File: config.mk
export PLATFORM = sky130hd
export DESIGN_NAME = i2s_dac_tx
export DESIGN_NICKNAME = d
export VERILOG_FILES = /design/src/rtl/i2s_pkg.sv /design/src/rtl/sync_edge_det.sv /design/src/rtl/i2s_dac_tx.sv
export SDC_FILE = /design/constraint.sdc
export NUM_CORES = 1
export LEC_CHECK = 0
export CORE_MARGIN = 1
export CORE_UTILIZATION = 53
export DETAILED_ROUTE_END_ITERATION = 8
export PLACE_DENSITY = 0.82
export SLEW_MARGIN = 20
export SYNTH_ARGS = -nofsm -noshare
export SYNTH_HDL_FRONTEND = slang
export SYNTH_SLANG_ARGS = --single-unit
File: constraint.sdc
create_clock -name i_clk -period 2.1 [get_ports i_clk]
set_clock_uncertainty 0.15 [all_clocks]
set_input_delay 0.525 -clock i_clk [delete_from_list [all_inputs] [get_ports i_clk]]
set_output_delay 0.525 -clock i_clk [all_outputs]
set_load 0.01 [all_outputs]
File: src/rtl/i2s_pkg.sv
// Shared types and defaults for the I2S DAC transmit path.
package i2s_pkg;

  typedef enum logic [1:0] {IDLE, DELAY, SHIFT, PAD} tx_state_t;

  localparam int unsigned DATA_W_DEFAULT = 16;

endpackage

File: src/rtl/sync_edge_det.sv
// Synchronizes an asynchronous level into i_clk and reports its rising/falling edges.
module sync_edge_det #(
  parameter int unsigned SYNC_STAGES = 2
) (
  input  logic i_clk,
  input  logic i_rst_n,
  input  logic i_async,
  output logic o_level,
  output logic o_rise,
  output logic o_fall
);

  logic [SYNC_STAGES-1:0] chain;
  logic                   hist;

  always_ff @(posedge i_clk or negedge i_rst_n) begin
    if (!i_rst_n) begin
      chain <= '0;
      hist  <= 1'b0;
    end else begin
      chain[0] <= i_async;
      for (int unsigned i = 1; i < SYNC_STAGES; i++) begin
        chain[i] <= chain[i-1];
      end
      hist <= chain[SYNC_STAGES-1];
    end
  end

  assign o_level = chain[SYNC_STAGES-1];
  assign o_rise  = !hist && o_level;
  assign o_fall  = hist && !o_level;

endmodule

File: src/rtl/i2s_dac_tx.sv
// Serializes one mono sample per LRCK frame onto both I2S slots of the WM8731 DAC input.
// BCLK and DACLRCK are codec-mastered and oversampled on the system clock.
module i2s_dac_tx
  import i2s_pkg::*;
#(
  parameter int unsigned DATA_W      = DATA_W_DEFAULT,
  parameter int unsigned SYNC_STAGES = 2
) (
  input  logic              i_clk,
  input  logic              i_rst_n,
  input  logic              i_bclk,
  input  logic              i_daclrck,
  input  logic [DATA_W-1:0] i_sample,
  input  logic              i_valid,
  output logic              o_ready,
  output logic              o_dacdat,
  output logic              o_frame_start,
  output logic              o_underflow
);

  localparam int unsigned CNT_W = $clog2(DATA_W + 1);

  logic bclk_level, bclk_rise, bclk_fall;
  logic lrck_level, lrck_rise, lrck_fall;
  logic unused;

  sync_edge_det #(.SYNC_STAGES(SYNC_STAGES)) u_bclk_sync (
    .i_clk   (i_clk),
    .i_rst_n (i_rst_n),
    .i_async (i_bclk),
    .o_level (bclk_level),
    .o_rise  (bclk_rise),
    .o_fall  (bclk_fall)
  );

  sync_edge_det #(.SYNC_STAGES(SYNC_STAGES)) u_lrck_sync (
    .i_clk   (i_clk),
    .i_rst_n (i_rst_n),
    .i_async (i_daclrck),
    .o_level (lrck_level),
    .o_rise  (lrck_rise),
    .o_fall  (lrck_fall)
  );

  assign unused = ^{bclk_level, bclk_rise, lrck_level};

  logic              ready, load, frame_start, underflow;
  logic [DATA_W-1:0] hold, active, next_active;

  assign load = i_valid && ready;

  // A load coinciding with frame start bypasses the holding register.
  always_comb begin
    next_active = active;
    if (lrck_fall) begin
      if (load)        next_active = i_sample;
      else if (!ready) next_active = hold;
      else             next_active = '0;
    end
  end

  always_ff @(posedge i_clk or negedge i_rst_n) begin
    if (!i_rst_n) begin
      hold        <= '0;
      active      <= '0;
      ready       <= 1'b1;
      frame_start <= 1'b0;
      underflow   <= 1'b0;
    end else begin
      frame_start <= lrck_fall;
      underflow   <= lrck_fall && ready && !i_valid;
      active      <= next_active;
      if (lrck_fall) begin
        ready <= 1'b1;
      end else if (load) begin
        hold  <= i_sample;
        ready <= 1'b0;
      end
    end
  end

  tx_state_t         state, state_d;
  logic [DATA_W-1:0] shreg, shreg_d;
  logic [CNT_W-1:0]  cnt, cnt_d;
  logic              dacdat, dacdat_d;

  always_ff @(posedge i_clk or negedge i_rst_n) begin
    if (!i_rst_n) begin
      state  <= IDLE;
      shreg  <= '0;
      cnt    <= '0;
      dacdat <= 1'b0;
    end else begin
      state  <= state_d;
      shreg  <= shreg_d;
      cnt    <= cnt_d;
      dacdat <= dacdat_d;
    end
  end

  always_comb begin
    state_d  = state;
    shreg_d  = shreg;
    cnt_d    = cnt;
    dacdat_d = dacdat;
    if (state == IDLE) begin
      dacdat_d = 1'b0;
      if (lrck_fall) begin
        shreg_d = next_active;
        cnt_d   = '0;
        state_d = DELAY;
      end
    end else if (lrck_fall || lrck_rise) begin
      // LRCK edge outranks a coincident BCLK fall: that fall carries 0, MSB follows.
      shreg_d = lrck_fall ? next_active : active;
      cnt_d   = '0;
      state_d = DELAY;
      if (bclk_fall) dacdat_d = 1'b0;
    end else if (bclk_fall) begin
      case (state)
        DELAY: begin
          dacdat_d = shreg[DATA_W-1];
          cnt_d    = CNT_W'(1);
          state_d  = SHIFT;
        end
        SHIFT: begin
          if (cnt == CNT_W'(DATA_W)) begin
            dacdat_d = 1'b0;
            state_d  = PAD;
          end else begin
            shreg_d  = shreg << 1;
            dacdat_d = shreg_d[DATA_W-1];
            cnt_d    = cnt + CNT_W'(1);
          end
        end
        default: dacdat_d = 1'b0;
      endcase
    end
  end

  assign o_ready       = ready;
  assign o_dacdat      = dacdat;
  assign o_frame_start = frame_start;
  assign o_underflow   = underflow;

endmodule

# ---- Yosys cells after proc, flatten, opt, wreduce, memory -nomap -nowiden
# Cells that the tools add are included.
dict set report word_totals {
  reg_bits 65
  latch_bits 0
  mem_bits_rw 0
  mem_bits_ro 0
  inputBits 21
  output_inout_bits 4
  word_cells 73
  mem_count 0
}
dict set report op_classes {
  add_sub_neg 1
  mul 0
  div 0
  n_lt_le_gt_ge 0
  n_eq_ne 7
  shifts 0
  n_mux 30
  bitwise_logic 1
  reduce_logical 21
}
# op n
set op_table {}
lappend op_table {{16-bit 2-to-1 mux} 10}
lappend op_table {{5-bit 2-to-1 mux} 5}
lappend op_table {{4-bit AND reduction} 3}
lappend op_table {{2-bit 2-to-1 mux} 5}
lappend op_table {{5-bit case mux with 2 select lines} 1}
lappend op_table {{4-bit != test (second input constant)} 2}
lappend op_table {{1-bit 2-to-1 mux} 7}
lappend op_table {{1-bit logical AND} 6}
lappend op_table {{3-bit nonzero test} 2}
lappend op_table {{5-bit by 1-bit adder with 5-bit output (second input constant)} 1}
lappend op_table {{5-bit == test (second input constant)} 1}
lappend op_table {{1-bit logical NOT} 4}
lappend op_table {{2-bit case mux with 2 select lines} 1}
lappend op_table {{2-bit nonzero test} 2}
lappend op_table {{4-bit nonzero test} 1}
lappend op_table {{3-bit != test (second input constant)} 1}
lappend op_table {{2-bit by 1-bit == test with 1-bit output (second input constant)} 1}
lappend op_table {{2-bit == test (second input constant)} 1}
lappend op_table {{2-bit logical NOT} 1}
lappend op_table {{2-bit != test (second input constant)} 1}
lappend op_table {{1-bit case mux with 2 select lines} 1}
lappend op_table {{2-bit AND reduction} 1}
lappend op_table {{1-bit logical OR} 1}
lappend op_table {{1-bit inverter} 1}

# ---- Longest topological paths before layout
# Gate-level depths: netlist (run 1).
dict set report logic_depth {
  word_depth 6
  mapped_depth 8
  mapped_depth_nobuf 6
}

# ---- Cells and area by module
# A second synthesis (run 1) with hierarchy kept.
dict set report hier_totals {
  hier_cells 257
  area_unflattened_um2 3049.2
}
# mod instances cells_per_inst area_each_um2 seq_area_each_um2
set by_module_without_submodules {}
lappend by_module_without_submodules {i2s_dac_tx 1 247 2869.0 1477.7}
lappend by_module_without_submodules {sync_edge_det 2 5 90.1 75.1}

# ---- Least setup slack after synthesis (run 1)
# OpenSTA, ideal clock, no wires.
dict set report synth_timing {
  path_kind {register to register}
  from {register u_lrck_sync.chain[1]}
  to {register shreg[10]}
  setup_ps 126
  t_arrival_ps 1575
  t_required_ps 1824
  path_slack_ps 249
  path_stages_with_launch 8
  n_path_buf 1
  period_less_slack_ps 1851
  path_cell_list {dfrtp_1 -> inv_1 -> ha_1 -> nor2b_2 -> nor2_4 -> a21oi_4 -> buf_6 -> a221o_1}
}
dict set report synth_via {
  elab_chain_len 6
  elab_cells_between_ends 14
  classes_between {eq/ne (2); mux (5); reduce/logical (7)}
}
# item line
set synth_lines {}
lappend synth_lines {{from (decl)} sync_edge_det.sv:13} ;# logic [SYNC_STAGES-1:0] chain;
lappend synth_lines {{from (signal, indexed assignment)} sync_edge_det.sv:23} ;# chain[i] <= chain[i-1];
lappend synth_lines {{1-bit logical NOT} sync_edge_det.sv:31} ;# assign o_fall = hist && !o_level;
lappend synth_lines {{1-bit logical AND} sync_edge_det.sv:31}
lappend synth_lines {{16-bit 2-to-1 mux} i2s_dac_tx.sv:55} ;# if (lrck_fall) begin
lappend synth_lines {{16-bit 2-to-1 mux} i2s_dac_tx.sv:115} ;# shreg_d = lrck_fall ? next_active : active;
lappend synth_lines {{16-bit 2-to-1 mux} i2s_dac_tx.sv:113} ;# end else if (lrck_fall || lrck_rise) begin
lappend synth_lines {{16-bit 2-to-1 mux} i2s_dac_tx.sv:106} ;# if (state == IDLE) begin
lappend synth_lines {{to (signal assigned)} i2s_dac_tx.sv:95} ;# shreg <= shreg_d;
lappend synth_lines {{to (decl)} i2s_dac_tx.sv:83} ;# logic [DATA_W-1:0] shreg, shreg_d;
# Several ways; a longest one is shown, not always the timed one. The select of a mux whose other input is x is not followed.
# A chain may end at the register's enable or synchronous reset.

# ---- Worst setup path in the final report (run 1)
dict set report layout_timing {
  from {register state[1]}
  to {register cnt[2]}
}
dict set report layout_via {
  elab_chain_len 5
  elab_cells_between_ends 12
  classes_between {eq/ne (4); mux (4); reduce/logical (4)}
}
# item line
set layout_lines {}
lappend layout_lines {{from (decl)} i2s_dac_tx.sv:82} ;# tx_state_t state, state_d;
lappend layout_lines {{from (signal assigned)} i2s_dac_tx.sv:94} ;# state <= state_d;
lappend layout_lines {{2-bit == test or 2-bit by 1-bit == test with 1-bit output (tied branches)} i2s_dac_tx.sv:120} ;# case (state)
lappend layout_lines {{5-bit case mux with 2 select lines} i2s_dac_tx.sv:120}
lappend layout_lines {{5-bit 2-to-1 mux} i2s_dac_tx.sv:119} ;# end else if (bclk_fall) begin
lappend layout_lines {{5-bit 2-to-1 mux} i2s_dac_tx.sv:113}
lappend layout_lines {{5-bit 2-to-1 mux} i2s_dac_tx.sv:106}
lappend layout_lines {{to (signal assigned)} i2s_dac_tx.sv:96} ;# cnt <= cnt_d;
lappend layout_lines {{to (decl)} i2s_dac_tx.sv:84} ;# logic [CNT_W-1:0] cnt, cnt_d;
# Several ways; a longest one is shown, not always the timed one. The select of a mux whose other input is x is not followed.

==> metrics.json, run 1 <==
{
  "critical-path-slowest-cell": {"value": "sky130_fd_sc_hd__o32a_1"},
  "floorplan.rows": {"value": 26},
  "synth_xor_area_share": {"value": 0, "unit": "%"},
  "async_set_reset_flop_share_out_of_synthesis": {"value": 100, "unit": "%"},
  "area.growth.synth_to_final": {"value": 18.6, "unit": "%"},
  "grt_max_degree": {"value": 55},
  "post_layout_nonfiller_instances": {"value": 354},
  "timing.final.hold_violations": {"value": 0},
  "number_of_nets_in_the_finished_design": {"value": 306},
  "yosys_register_bits": {"value": 65},
  "synth_simple_gate_area_share": {"value": 18.2, "unit": "%"},
  "die-width": {"value": 76.6, "unit": "um"},
  "finalWirelength": {"value": 5500, "unit": "um"},
  "yosys.cell_count.top_type": {"value": "sky130_fd_sc_hd__dfrtp_1"},
  "track_usage": {"value": 21.4, "unit": "%"},
  "crit_arrival": {"value": 2.13, "unit": "ns"},
  "post-place-cells": {"value": 336},
  "number_of_distinct_standard_cells_referenced_by_the_synthesized_netlist": {"value": 44},
  "final_layout_size_suffix_gt1_share": {"value": 15.1, "unit": "%"},
  "clock_tree_from_tritoncts": {"value": "yes"},
  "crit_path_cell_trace": {"value": "inv_1, ha_2, inv_1, o32a_1, nor3_1, a22o_1"},
  "netlist_area": {"value": 2950, "unit": "um2"},
  "pre_cts_slack": {"value": -0.0165, "unit": "ns"},
  "yosysWarningCount": {"value": 0},
  "achievable-frequency": {"value": 500, "unit": "MHz"},
  "crit_path_max_incr_delay": {"value": 0.42, "unit": "ns"},
  "holdWs": {"value": 0.200, "unit": "ns"},
  "grt_first_pass_wirelength": {"value": 9740, "unit": "um"},
  "fraction_of_synthesized_area_in_multiplexers": {"value": 6.10, "unit": "%"},
  "yosys_most_used_dff": {"value": "sky130_fd_sc_hd__dfrtp_1"},
  "largest_driver_fanout_on_the_critical_path": {"value": 7},
  "worst_slew_margin_rel": {"value": 64.2, "unit": "%"},
  "clk_latency": {"value": 0.34, "unit": "ns"},
  "floorplan.initialDensity": {"value": 56.4, "unit": "%"},
  "setup.worst_path.class": {"value": "flip-flop to flip-flop"},
  "finalWorstSetupSlack": {"value": 0.0982, "unit": "ns"},
  "timing.hold.worst.class": {"value": "flip-flop to flip-flop"},
  "required": {"value": 2.23, "unit": "ns"},
  "drt_drc_violations_left": {"value": 0},
  "number_of_top_level_pins": {"value": 25},
  "number_of_cells_traversed_by_the_worst_register_to_register_path": {"value": 6},
  "ys_seq_area_share": {"value": 55.1, "unit": "%"},
  "synthesis.area_per_instance": {"value": 11.8, "unit": "um2"},
  "synth_top_family_by_area": {"value": "simple AND/OR/NAND/NOR gates"},
  "crit_top_cell": {"value": "sky130_fd_sc_hd__inv_1"},
  "cts_buffer_depth": {"value": 2},
  "unrepaired_setup_endpoints_after_global_routing": {"value": "no"},
  "design.die.area": {"value": 5870, "unit": "um2"},
  "synth-edff-count": {"value": 0},
  "n_antenna_cell": {"value": 0},
  "critPathCaptureType": {"value": "flip-flop"},
  "path_depth": {"value": 6},
  "num-fill-cells": {"value": 410},
  "synth_adder_area_share": {"value": 2.54, "unit": "%"},
  "place_hpwl": {"value": 3660, "unit": "um"},
  "timing_worst_slew_pin_value": {"value": 0.535, "unit": "ns"},
  "global_route.overflow_total": {"value": 0},
  "r2r_start": {"value": "state[1]$_DFFE_PN0P_"},
  "period_needed": {"value": 2.00, "unit": "ns"},
  "drtAntennaViolNets": {"value": 0},
  "cp.buffers_inverters": {"value": 2},
  "firstDrtPassIters": {"value": 4},
  "reg2reg_slack": {"value": 0.1, "unit": "ns"},
  "core_footprint": {"value": 5240, "unit": "um2"},
  "synth_compound_gate_area_share": {"value": 14.1, "unit": "%"},
  "avgRoutedWirePerCell": {"value": 15.5, "unit": "um"},
  "cellPowerDensity": {"value": 1100, "unit": "nW/um2"},
  "cts_inserted_buffers": {"value": 9},
  "io_buffers": {"value": 24},
  "worstSetupEndpoint": {"value": "cnt[2]$_DFFE_PN0P_"},
  "p_leak": {"value": 1.52, "unit": "nW"},
  "clkSlewWorstSetupHoldPaths": {"value": 0.07, "unit": "ns"},
  "gp_routability_congestion": {"value": 0.830},
  "worstSetupStartpointType": {"value": "flip-flop"},
  "final_report_setup_violation_count": {"value": 0},
  "synth_commonest_cells": {"value": "sky130_fd_sc_hd__dfrtp_1, sky130_fd_sc_hd__nor2_1, sky130_fd_sc_hd__nand3_1, sky130_fd_sc_hd__a31oi_1, sky130_fd_sc_hd__nand2b_1"},
  "drv_slew": {"value": 0},
  "die-height": {"value": 76.6, "unit": "um"},
  "run_status": {"value": "completed"},
  "worst_setup_path_startpoint": {"value": "state[1]$_DFFE_PN0P_"},
  "vias_in_the_first_global_route": {"value": 2105},
  "worst_path_dominant_cell_family": {"value": "compound AO/OA/AOI/OAI gates"},
  "clk_root_buffer_cell": {"value": "sky130_fd_sc_hd__clkbuf_8"},
  "grt_antenna_before_repair": {"value": 0},
  "cap_violations": {"value": 0},
  "detail_route.vias_per_cell": {"value": 5.64},
  "synthesis.nets": {"value": 277},
  "cts_htree_levels": {"value": 3},
  "detailroute.via_count": {"value": 1998},
  "postSynthCellCount": {"value": 250},
  "timing.rr.end": {"value": "cnt[2]$_DFFE_PN0P_"},
  "synth.top_cell.area_share": {"value": 54.2, "unit": "%"},
  "cts_sinks": {"value": 65},
  "fin_setup_tns": {"value": 0, "unit": "ns"},
  "timing.final.crit_share": {"value": 95.3, "unit": "%"},
  "synth_top_cell_by_area": {"value": "sky130_fd_sc_hd__dfrtp_1"},
  "synthTopCellsByArea": {"value": "sky130_fd_sc_hd__dfrtp_1, sky130_fd_sc_hd__a221o_1, sky130_fd_sc_hd__mux2_1"},
  "ir_drop": {"value": 0.000727, "unit": "V"},
  "drt_iter0_markers": {"value": 98}
}
[power by group]
part           switching (mW)  total [mW]  leakage [nW]  internal [mW]
Clock                   0.460        1.01         0.102          0.555
Combinational           0.538        1.09         0.635          0.551
Sequential              0.185        1.76         0.778           1.58
Total                    1.18        3.86          1.52           2.68
[layer usage]
metal  track usage, %  up-vias  routed length, um
met3             7.19       15                209
met5                0        -                  0
met2             33.6       38               2710
li1                 -      962                  -
met4             8.46        0                125
met1             27.4      983               2460
[worst min-delay path by stage]
stage                              startpoint                              to  slack, ns  cells after the start
6_report       u_bclk_sync.chain[0]$_DFF_PN0_  u_bclk_sync.chain[1]$_DFF_PN0_       0.20                      0
5_1_grt        u_bclk_sync.chain[0]$_DFF_PN0_  u_bclk_sync.chain[1]$_DFF_PN0_       0.22                      0
4_1_cts        u_bclk_sync.chain[0]$_DFF_PN0_  u_bclk_sync.chain[1]$_DFF_PN0_       0.20                      0
3_5_place_dp   u_bclk_sync.chain[0]$_DFF_PN0_  u_bclk_sync.chain[1]$_DFF_PN0_       0.19                      0
3_3_place_gp   u_lrck_sync.chain[0]$_DFF_PN0_  u_lrck_sync.chain[1]$_DFF_PN0_       0.19                      0
2_1_floorplan                         i_rst_n             active[0]$_DFF_PN0_       0.08                      0
[flip-flops by register name, indices dropped and copies added (netlist names)]
register	count
cnt	5
hold	16
state	2
o_underflow	1
shreg	16
u_bclk_sync.chain	2
o_dacdat	1
o_ready	1
u_bclk_sync.hist	1
u_lrck_sync.hist	1
o_frame_start	1
active	16
u_lrck_sync.chain	2
[cell families (layout without fill, tap and decap cells)]
logic type / count (synthesis) / in the layout
AO/OA/AOI/OAI: 52 / 52
adder cells (fa/ha/maj): 6 / 6
buffers and inverters: 21 / 55
flip-flops: 65 / 65
multiplexers: 16 / 16
AND/OR/NAND/NOR: 90 / 90
[per-stage QoR]
stage	total power, mW	util [%]	instance area, um2
final	3.86	66.9	3500
after global routing	4.11	66.9	3500
after CTS	3.89	66.7	3500
after detailed placement	2.85	62.6	3280
after global placement	2.77	62.6	3280
after floorplan	2.53	-	2950
[cell usage in the layout (no fill, tap or decap), drive strengths merged, types with 3 or more instances in the layout]
master         instances
dfrtp                 64
clkdlybuf4s50         22
nor2                  21
nand3                 18
nand2b                18
a31oi                 17
mux2                  16
a221o                 15
and2                  15
clkbuf                14
buf                    8
inv                    7
ha                     6
nor2b                  5
nand2                  4
a21oi                  4
o21ai                  3
nand3b                 3
[area by class of cell]
| class | instances | area, um2 | area share [%] |
|---|---|---|---|
| inverters | 7 | 26.3 | 0.750 |
| multi-input cells | 164 | 1220 | 34.9 |
| well taps | 70 | 87.6 | 2.50 |
| flip-flops and latches | 65 | 1630 | 46.5 |
| clock buffers | 14 | 183 | 5.21 |
| clock inverters | 2 | 10.0 | 0.286 |
| repair buffers | 32 | 347 | 9.89 |
[timing repair]
item	in CTS	in global routing
hold buffers	1	0
endpoints found under the setup margin	12	15
endpoints found under the hold margin	11	0
pin swaps	0	0
buffers inserted	1	0
resized for setup	2	2
Note: power is estimated with default switching activity, not from simulation.
==> run 2, diff against run 1 <==
- ABC_CLOCK_PERIOD_IN_PS: default -> 2100
- CORE_UTILIZATION: 53 -> 37
- PLACE_DENSITY: 0.82 -> 0.63
- SYNTH_HIERARCHICAL: default -> 1
==> metrics.json, run 2 <==
{
  "run_status": {"value": "completed"},
  "synthesis.nets": {"value": 282, "change": "+1.8%"},
  "vias_in_the_first_global_route": {"value": 2016, "change": "-4.2%"},
  "period_needed": {"value": 2.03, "unit": "ns", "change": "+0.0243 ns"},
  "number_of_cells_traversed_by_the_worst_register_to_register_path": {"value": 7, "change": "+1"},
  "num-fill-cells": {"value": 736, "change": "+80%"},
  "largest_driver_fanout_on_the_critical_path": {"value": 8, "change": "+1"},
  "grt_max_degree": {"value": 36, "change": "-35%"},
  "timing.final.crit_share": {"value": 96.5, "unit": "%", "change": "+1.2 points"},
  "postSynthCellCount": {"value": 256, "change": "+2.4%"},
  "power.switching": {"value": 1.20, "unit": "mW", "change": "+1.7%"},
  "finalWorstSetupSlack": {"value": 0.0738, "unit": "ns", "change": "-0.0243 ns"},
  "totalPowerFinal": {"value": 4.32, "unit": "mW", "change": "+12%"},
  "firstDrtPassIters": {"value": 4, "change": "unchanged"},
  "timing.rr.end": {"value": "shreg[8]$_DFFE_PN0P_"},
  "detail_route.vias_per_cell": {"value": 5.09, "change": "-9.9%"},
  "number_of_nets_in_the_finished_design": {"value": 321, "change": "+4.9%"},
  "gp_routability_congestion": {"value": 0.775, "change": "-6.6%"},
  "drt_drc_violations_left": {"value": 0, "change": "unchanged"},
  "floorplan.initialDensity": {"value": 38.8, "unit": "%", "change": "-18 points"},
  "timing.final.hold_violations": {"value": 0, "change": "unchanged"},
  "multi_input_area": {"value": 1320, "unit": "um2", "change": "+8.1%"},
  "netlist_area": {"value": 3040, "unit": "um2", "change": "+3.1%"},
  "yosysWarningCount": {"value": 6, "change": "+6"},
  "worst_slew_margin_rel": {"value": 63.0, "unit": "%", "change": "-1.2 points"},
  "synthesis.area_per_instance": {"value": 11.9, "unit": "um2", "change": "+0.64%"},
  "mostFrequentLayoutCells": {"value": "sky130_fd_sc_hd__dfrtp_1, sky130_fd_sc_hd__mux2_2, sky130_fd_sc_hd__nor2_1, sky130_fd_sc_hd__clkdlybuf4s50_1, sky130_fd_sc_hd__nand3_1"},
  "largestRegisters": {"value": "active: 16 flops, hold: 16 flops, shreg: 16 flops"},
  "cts_htree_levels": {"value": 3, "change": "unchanged"},
  "mostFrequentLayoutCell": {"value": "sky130_fd_sc_hd__dfrtp_1"},
  "unrepaired_setup_endpoints_after_global_routing": {"value": "yes"},
  "design.die.area": {"value": 8590, "unit": "um2", "change": "+46%"},
  "power_frac_seq": {"value": 41.0, "unit": "%", "change": "-4.6 points"},
  "p_leak": {"value": 1.62, "unit": "nW", "change": "+7.1%"},
  "r2r_start": {"value": "cnt[0]$_DFFE_PN0P_"},
  "track_usage": {"value": 14.9, "unit": "%", "change": "-6.6 points"},
  "achievable-frequency": {"value": 494, "unit": "MHz", "change": "-1.2%"},
  "clk_root_buffer_cell": {"value": "sky130_fd_sc_hd__clkbuf_8"},
  "final_report_setup_violation_count": {"value": 0, "change": "unchanged"},
  "core_footprint": {"value": 7850, "unit": "um2", "change": "+50%"},
  "reg2reg_slack": {"value": 0.07, "unit": "ns", "change": "-0.02 ns"},
  "io_buffers": {"value": 24, "change": "unchanged"},
  "power_frac_clock": {"value": 27.8, "unit": "%", "change": "+1.6 points"},
  "grt_antenna_before_repair": {"value": 0, "change": "unchanged"},
  "timing_worst_slew_pin_value": {"value": 0.547, "unit": "ns", "change": "+0.0124 ns"},
  "required": {"value": 2.17, "unit": "ns", "change": "-0.06 ns"},
  "avgRoutedWirePerCell": {"value": 14.4, "unit": "um", "change": "-7.3%"},
  "drv_slew": {"value": 0, "change": "unchanged"},
  "area.growth.synth_to_final": {"value": 24.3, "unit": "%"},
  "crit_arrival": {"value": 2.09, "unit": "ns", "change": "-0.04 ns"},
  "fin_setup_tns": {"value": 0, "unit": "ns", "change": "unchanged"},
  "netSwitchingFraction": {"value": 27.8, "unit": "%", "change": "-2.8 points"},
  "number_of_top_level_pins": {"value": 25, "change": "unchanged"},
  "cts_inserted_buffers": {"value": 9, "change": "unchanged"},
  "finalWirelength": {"value": 5790, "unit": "um", "change": "+5.3%"},
  "setup.worst_path.class": {"value": "flip-flop to flip-flop"},
  "global_route.overflow_total": {"value": 0, "change": "unchanged"},
  "layout.area.seq": {"value": 1630, "unit": "um2", "change": "unchanged"},
  "drtAntennaViolNets": {"value": 0, "change": "unchanged"},
  "detailroute.via_count": {"value": 2045, "change": "+2.4%"},
  "cellPowerDensity": {"value": 1140, "unit": "nW/um2", "change": "+3.5%"},
  "worstSetupStartpointType": {"value": "flip-flop"},
  "pre_cts_slack": {"value": -0.0774, "unit": "ns", "change": "-0.0608 ns"},
  "n_antenna_cell": {"value": 0, "change": "unchanged"},
  "grt_first_pass_wirelength": {"value": 9790, "unit": "um", "change": "+0.58%"},
  "cts_sinks": {"value": 65, "change": "unchanged"},
  "proportion_of_power_drawn_by_combinational_gates": {"value": 31.3, "unit": "%", "change": "+3.1 points"},
  "holdBufCountCts": {"value": 0, "change": "-1"},
  "ir_drop": {"value": 0.000462, "unit": "V", "change": "-36%"},
  "clkSlewWorstSetupHoldPaths": {"value": 0.07, "unit": "ns", "change": "about the same"},
  "cap_violations": {"value": 0, "change": "unchanged"},
  "power_internal": {"value": 3.12, "unit": "mW", "change": "+16%"},
  "die-height": {"value": 92.7, "unit": "um", "change": "+21%"},
  "place_hpwl": {"value": 3900, "unit": "um", "change": "+6.6%"},
  "drt_iter0_markers": {"value": 80, "change": "-18%"},
  "cts_buffer_depth": {"value": 2, "change": "unchanged"},
  "timing.hold.worst.class": {"value": "input port to asynchronous set/reset pin"},
  "floorplan.rows": {"value": 32, "change": "+23%"},
  "critPathCaptureType": {"value": "flip-flop"},
  "die-width": {"value": 92.7, "unit": "um", "change": "+21%"},
  "clock_tree_from_tritoncts": {"value": "yes"},
  "final_layout_size_suffix_gt1_share": {"value": 30.3, "unit": "%", "change": "+15 points"},
  "clk_latency": {"value": 0.34, "unit": "ns", "change": "about the same"}
}
## run 2: worst max-delay path by stage
stage                              start                     to  slack (ns)  depth (start not counted)
detailed placement               i_valid   shreg[8]$_DFFE_PN0P_       -0.08                          6
global placement                 i_valid   shreg[1]$_DFFE_PN0P_       -0.05                          6
floorplan           state[1]$_DFFE_PN0P_  shreg[10]$_DFFE_PN0P_       -0.04                          8
CTS                 state[1]$_DFFE_PN0P_  shreg[11]$_DFFE_PN0P_        0.03                          6
finish                cnt[0]$_DFFE_PN0P_   shreg[8]$_DFFE_PN0P_        0.07                          7
global route        state[1]$_DFFE_PN0P_  shreg[11]$_DFFE_PN0P_       -0.01                          6
## run 2: layout make-up
class,count,area share [%]
clock inverter,5,2.05
clock buffer,11,4.00
timing repair buffer,43,11.9
inverter,7,0.694
multi-input combinational,169,34.9
tap,102,3.37
sequential,65,43.0
## run 2: power by group through the flow
| stage | Sequential, mW | Clock [mW] | Combinational (mW) |
|---|---|---|---|
| after floorplan | 1.73 | 0 | 0.998 |
| after global placement | 1.78 | 0 | 1.24 |
| after detailed placement | 1.79 | 0 | 1.27 |
| after CTS | 1.77 | 1.25 | 1.27 |
| after global routing | 1.81 | 1.30 | 1.48 |
| final | 1.77 | 1.20 | 1.35 |
## run 2: timing repair
| action | in CTS | in global routing |
|---|---|---|
| setup endpoints to repair | 2 | 13 |
| gates resized for setup | 2 | 5 |
| setup buffers | 0 | 1 |
| gates cloned | 0 | 1 |
## run 2: metal layers
layer / vias up / wire length [um] / track usage (%)
li1: 991 / - / -
met1: 1009 / 2930 / 20.8
met2: 35 / 2570 / 21.8
met3: 10 / 181 / 3.86
met4: 0 / 115 / 6.54
met5: - / 0 / 0
## run 2: through the flow
stage               utilization, %  hold WS [ns]  instance area, um2  cells
floorplan                        -        0.0794                3050    256
global placement              44.4         0.184                3490    384
detailed placement            44.4         0.189                3490    384
CTS                           47.4       0.00886                3720    400
global route                  48.2        0.0180                3780    402
finish                        48.2       0.00178                3780    402
## run 2: critical path, stage by stage, from the launching register on
cell	delay [ns]
sky130_fd_sc_hd__dfrtp_1	0.42
sky130_fd_sc_hd__inv_1	0.06
sky130_fd_sc_hd__ha_1	0.22
sky130_fd_sc_hd__nand4bb_1	0.16
sky130_fd_sc_hd__nand2_1	0.15
sky130_fd_sc_hd__a21boi_4	0.25
sky130_fd_sc_hd__buf_12	0.16
sky130_fd_sc_hd__mux2_2	0.34
==> run 3, diff against run 2 <==
- ABC_CLOCK_PERIOD_IN_PS: 2100 -> 2300
- SETUP_SLACK_MARGIN: default -> 0.1
- clock period: 2.1 -> 2.3 ns (I/O delays scaled with it)
==> metrics.json, run 3 (synthesis results as in run 2) <==
{
  "firstDrtPassIters": {"value": 5, "change": "+1"},
  "drt_iter0_markers": {"value": 101, "change": "+26%"},
  "timing.hold.worst.class": {"value": "input port to asynchronous set/reset pin"},
  "place_area": {"value": 3440, "unit": "um2", "change": "-1.3%"},
  "grt_first_pass_wirelength": {"value": 10100, "unit": "um", "change": "+3.3%"},
  "fin_setup_tns": {"value": 0, "unit": "ns", "change": "unchanged"},
  "holdBufCountCts": {"value": 0, "change": "unchanged"},
  "detail_route.vias_per_cell": {"value": 5.06, "change": "-0.47%"},
  "cellPowerDensity": {"value": 1020, "unit": "nW/um2", "change": "-11%"},
  "clk_root_buffer_cell": {"value": "sky130_fd_sc_hd__clkbuf_8"},
  "post_layout_nonfiller_instances": {"value": 395, "change": "-1.7%"},
  "grt_max_degree": {"value": 66, "change": "+83%"},
  "post_cts.repair.setup_buffers": {"value": 0, "change": "unchanged"},
  "setup.worst_path.class": {"value": "flip-flop to output port"},
  "timing.rr.end": {"value": "shreg[14]$_DFFE_PN0P_"},
  "timing_worst_slew_pin_value": {"value": 0.581, "unit": "ns", "change": "+0.0337 ns"},
  "required": {"value": 1.57, "unit": "ns", "change": "-0.60 ns"},
  "multi_input_area": {"value": 1290, "unit": "um2", "change": "-2.4%"},
  "layout.area.seq": {"value": 1630, "unit": "um2", "change": "unchanged"},
  "worst_setup_path_startpoint": {"value": "o_ready$_DFFE_PN1P_"},
  "drt_drc_violations_left": {"value": 0, "change": "unchanged"},
  "die-height": {"value": 92.7, "unit": "um", "change": "unchanged"},
  "critPathCaptureType": {"value": "output port"},
  "io_buffers": {"value": 24, "change": "unchanged"},
  "power_internal": {"value": 2.66, "unit": "mW", "change": "-15%"},
  "netSwitchingFraction": {"value": 28.4, "unit": "%", "change": "+0.53 points"},
  "cap_violations": {"value": 0, "change": "unchanged"},
  "run_status": {"value": "completed"},
  "worst_slew_margin_rel": {"value": 60.7, "unit": "%", "change": "-2.3 points"},
  "clk_latency": {"value": 0.34, "unit": "ns", "change": "about the same"},
  "finalWirelength": {"value": 5630, "unit": "um", "change": "-2.8%"},
  "cp.buffers_inverters": {"value": 1, "change": "-1"},
  "totalPowerFinal": {"value": 3.71, "unit": "mW", "change": "-14%"},
  "detailroute.via_count": {"value": 2000, "change": "-2.2%"},
  "timing.final.crit_share": {"value": 92.6, "unit": "%"},
  "cts_sinks": {"value": 65, "change": "unchanged"},
  "critical-path-slowest-cell": {"value": "sky130_fd_sc_hd__dfstp_2"},
  "place_hpwl": {"value": 3740, "unit": "um", "change": "-4.2%"},
  "drtAntennaViolNets": {"value": 0, "change": "unchanged"},
  "p_leak": {"value": 1.56, "unit": "nW", "change": "-3.9%"},
  "largestRegisters": {"value": "active: 16 flops, hold: 16 flops, shreg: 16 flops"},
  "clock_tree_from_tritoncts": {"value": "yes"},
  "floorplan.rows": {"value": 32, "change": "unchanged"},
  "floorplan.initialDensity": {"value": 38.8, "unit": "%", "change": "unchanged"},
  "mostFrequentLayoutCells": {"value": "sky130_fd_sc_hd__dfrtp_1, sky130_fd_sc_hd__mux2_2, sky130_fd_sc_hd__clkdlybuf4s50_1"},
  "number_of_cells_traversed_by_the_worst_register_to_register_path": {"value": 6, "change": "-1"},
  "achievable-frequency": {"value": 469, "unit": "MHz"},
  "num-fill-cells": {"value": 747, "change": "+1.5%"},
  "area.growth.synth_to_final": {"value": 19.5, "unit": "%"},
  "period_needed": {"value": 2.13, "unit": "ns"},
  "power_frac_clock": {"value": 26.0, "unit": "%", "change": "-1.8 points"},
  "avgRoutedWirePerCell": {"value": 14.2, "unit": "um", "change": "-1.1%"},
  "gp_routability_congestion": {"value": 0.800, "change": "+3.2%"},
  "r2r_start": {"value": "state[0]$_DFFE_PN0P_"},
  "global_route.overflow_total": {"value": 0, "change": "unchanged"},
  "path_depth": {"value": 1, "change": "-6"},
  "power.switching": {"value": 1.05, "unit": "mW", "change": "-13%"},
  "cts_buffer_depth": {"value": 2, "change": "unchanged"},
  "worst_path_dominant_cell_family": {"value": "flip-flops"},
  "worstSetupEndpoint": {"value": "o_ready"},
  "number_of_top_level_pins": {"value": 25, "change": "unchanged"},
  "post-place-cells": {"value": 380, "change": "-1.0%"},
  "design.die.area": {"value": 8590, "unit": "um2", "change": "unchanged"},
  "die-width": {"value": 92.7, "unit": "um", "change": "unchanged"},
  "grt_antenna_before_repair": {"value": 0, "change": "unchanged"},
  "crit_path_cell_trace": {"value": "clkdlybuf4s50_1"},
  "worstSetupStartpointType": {"value": "flip-flop"},
  "largest_driver_fanout_on_the_critical_path": {"value": 3, "change": "-5"},
  "crit_path_max_incr_delay": {"value": 0.54, "unit": "ns", "change": "+0.12 ns"},
  "clkSlewWorstSetupHoldPaths": {"value": 0.07, "unit": "ns", "change": "about the same"},
  "core_footprint": {"value": 7850, "unit": "um2", "change": "unchanged"},
  "final_layout_size_suffix_gt1_share": {"value": 26.6, "unit": "%", "change": "-3.7 points"},
  "cts_inserted_buffers": {"value": 9, "change": "unchanged"},
  "post_cts_sizing_count": {"value": 0, "change": "-2"},
  "vias_in_the_first_global_route": {"value": 2093, "change": "+3.8%"},
  "unrepaired_setup_endpoints_after_global_routing": {"value": "no"},
  "power_frac_seq": {"value": 43.6, "unit": "%", "change": "+2.6 points"},
  "track_usage": {"value": 15.3, "unit": "%", "change": "+0.46 points"},
  "drv_slew": {"value": 0, "change": "unchanged"},
  "cts_htree_levels": {"value": 3, "change": "unchanged"},
  "mostFrequentLayoutCell": {"value": "sky130_fd_sc_hd__dfrtp_1"},
  "final_area": {"value": 3640, "unit": "um2", "change": "-3.9%"},
  "timing.final.hold_violations": {"value": 0, "change": "unchanged"},
  "proportion_of_power_drawn_by_combinational_gates": {"value": 30.4, "unit": "%", "change": "-0.9 points"},
  "n_antenna_cell": {"value": 0, "change": "unchanged"},
  "crit_arrival": {"value": 1.41, "unit": "ns", "change": "-0.68 ns"},
  "number_of_nets_in_the_finished_design": {"value": 315, "change": "-1.9%"},
  "reg2reg_slack": {"value": 0.20, "unit": "ns", "change": "+0.13 ns"},
  "ir_drop": {"value": 0.000400, "unit": "V", "change": "-13%"},
  "final_report_setup_violation_count": {"value": 0, "change": "unchanged"}
}
[run 3: changes by cell type in the layout (fill, tap and decap cells not counted), sizes merged]
cell / previous run / this run
clkinvlp: 1 / 0
buf: 19 / 14
dlygate4sd2: 1 / 0
bufinv: 2 / 1
clkdlybuf4s50: 22 / 23
[run 3: worst min-delay path by stage]
stage,startpoint,to,slack [ns],cells past startpoint
after floorplan,i_rst_n,active[0]$_DFF_PN0_,0.13,0
after global placement,u_bclk_sync/chain[0]$_DFF_PN0_,u_bclk_sync/chain[1]$_DFF_PN0_,0.19,0
after detailed placement,u_bclk_sync/chain[0]$_DFF_PN0_,u_bclk_sync/chain[1]$_DFF_PN0_,0.19,0
after CTS,i_rst_n,o_frame_start$_DFF_PN0_,0.11,2
after global routing,i_rst_n,shreg[3]$_DFFE_PN0P_,0.12,2
final,i_rst_n,cnt[1]$_DFFE_PN0P_,0.09,2
[run 3: power by group through the flow]
stage	sequential [mW]	combinational (mW)	clock, mW
4_1_cts	1.62	1.14	0.989
3_5_place_dp	1.63	1.14	0
6_report	1.61	1.13	0.965
2_1_floorplan	1.58	0.908	0
3_3_place_gp	1.63	1.11	0
5_1_grt	1.65	1.27	1.03
[run 3: cell type report]
class / count / share of cell area, %
Sequential cell: 65 / 44.8
Timing Repair Buffer: 37 / 10.2
Clock buffer: 12 / 4.27
Clock inverter: 3 / 1.10
Tap cell: 102 / 3.51
Multi-Input combinational cell: 169 / 35.5
Inverter: 7 / 0.722
[run 3: stage by stage]
step / setup WS (ns) / hold WS (ns) / utilization (%)
floorplan: 0.155 / 0.129 / -
global placement: 0.118 / 0.185 / 43.9
detailed placement: 0.101 / 0.189 / 43.9
CTS: 0.150 / 0.108 / 46.3
global route: 0.104 / 0.122 / 46.3
finish: 0.170 / 0.0852 / 46.3
[run 3: per-layer routing]
metal | share of wire, % | GRT usage [%]
met1 | 50 | 20.8
met4 | 1.9 | 6.54
met5 | 0 | 0
met2 | 45 | 23.7
met3 | 3.4 | 3.37
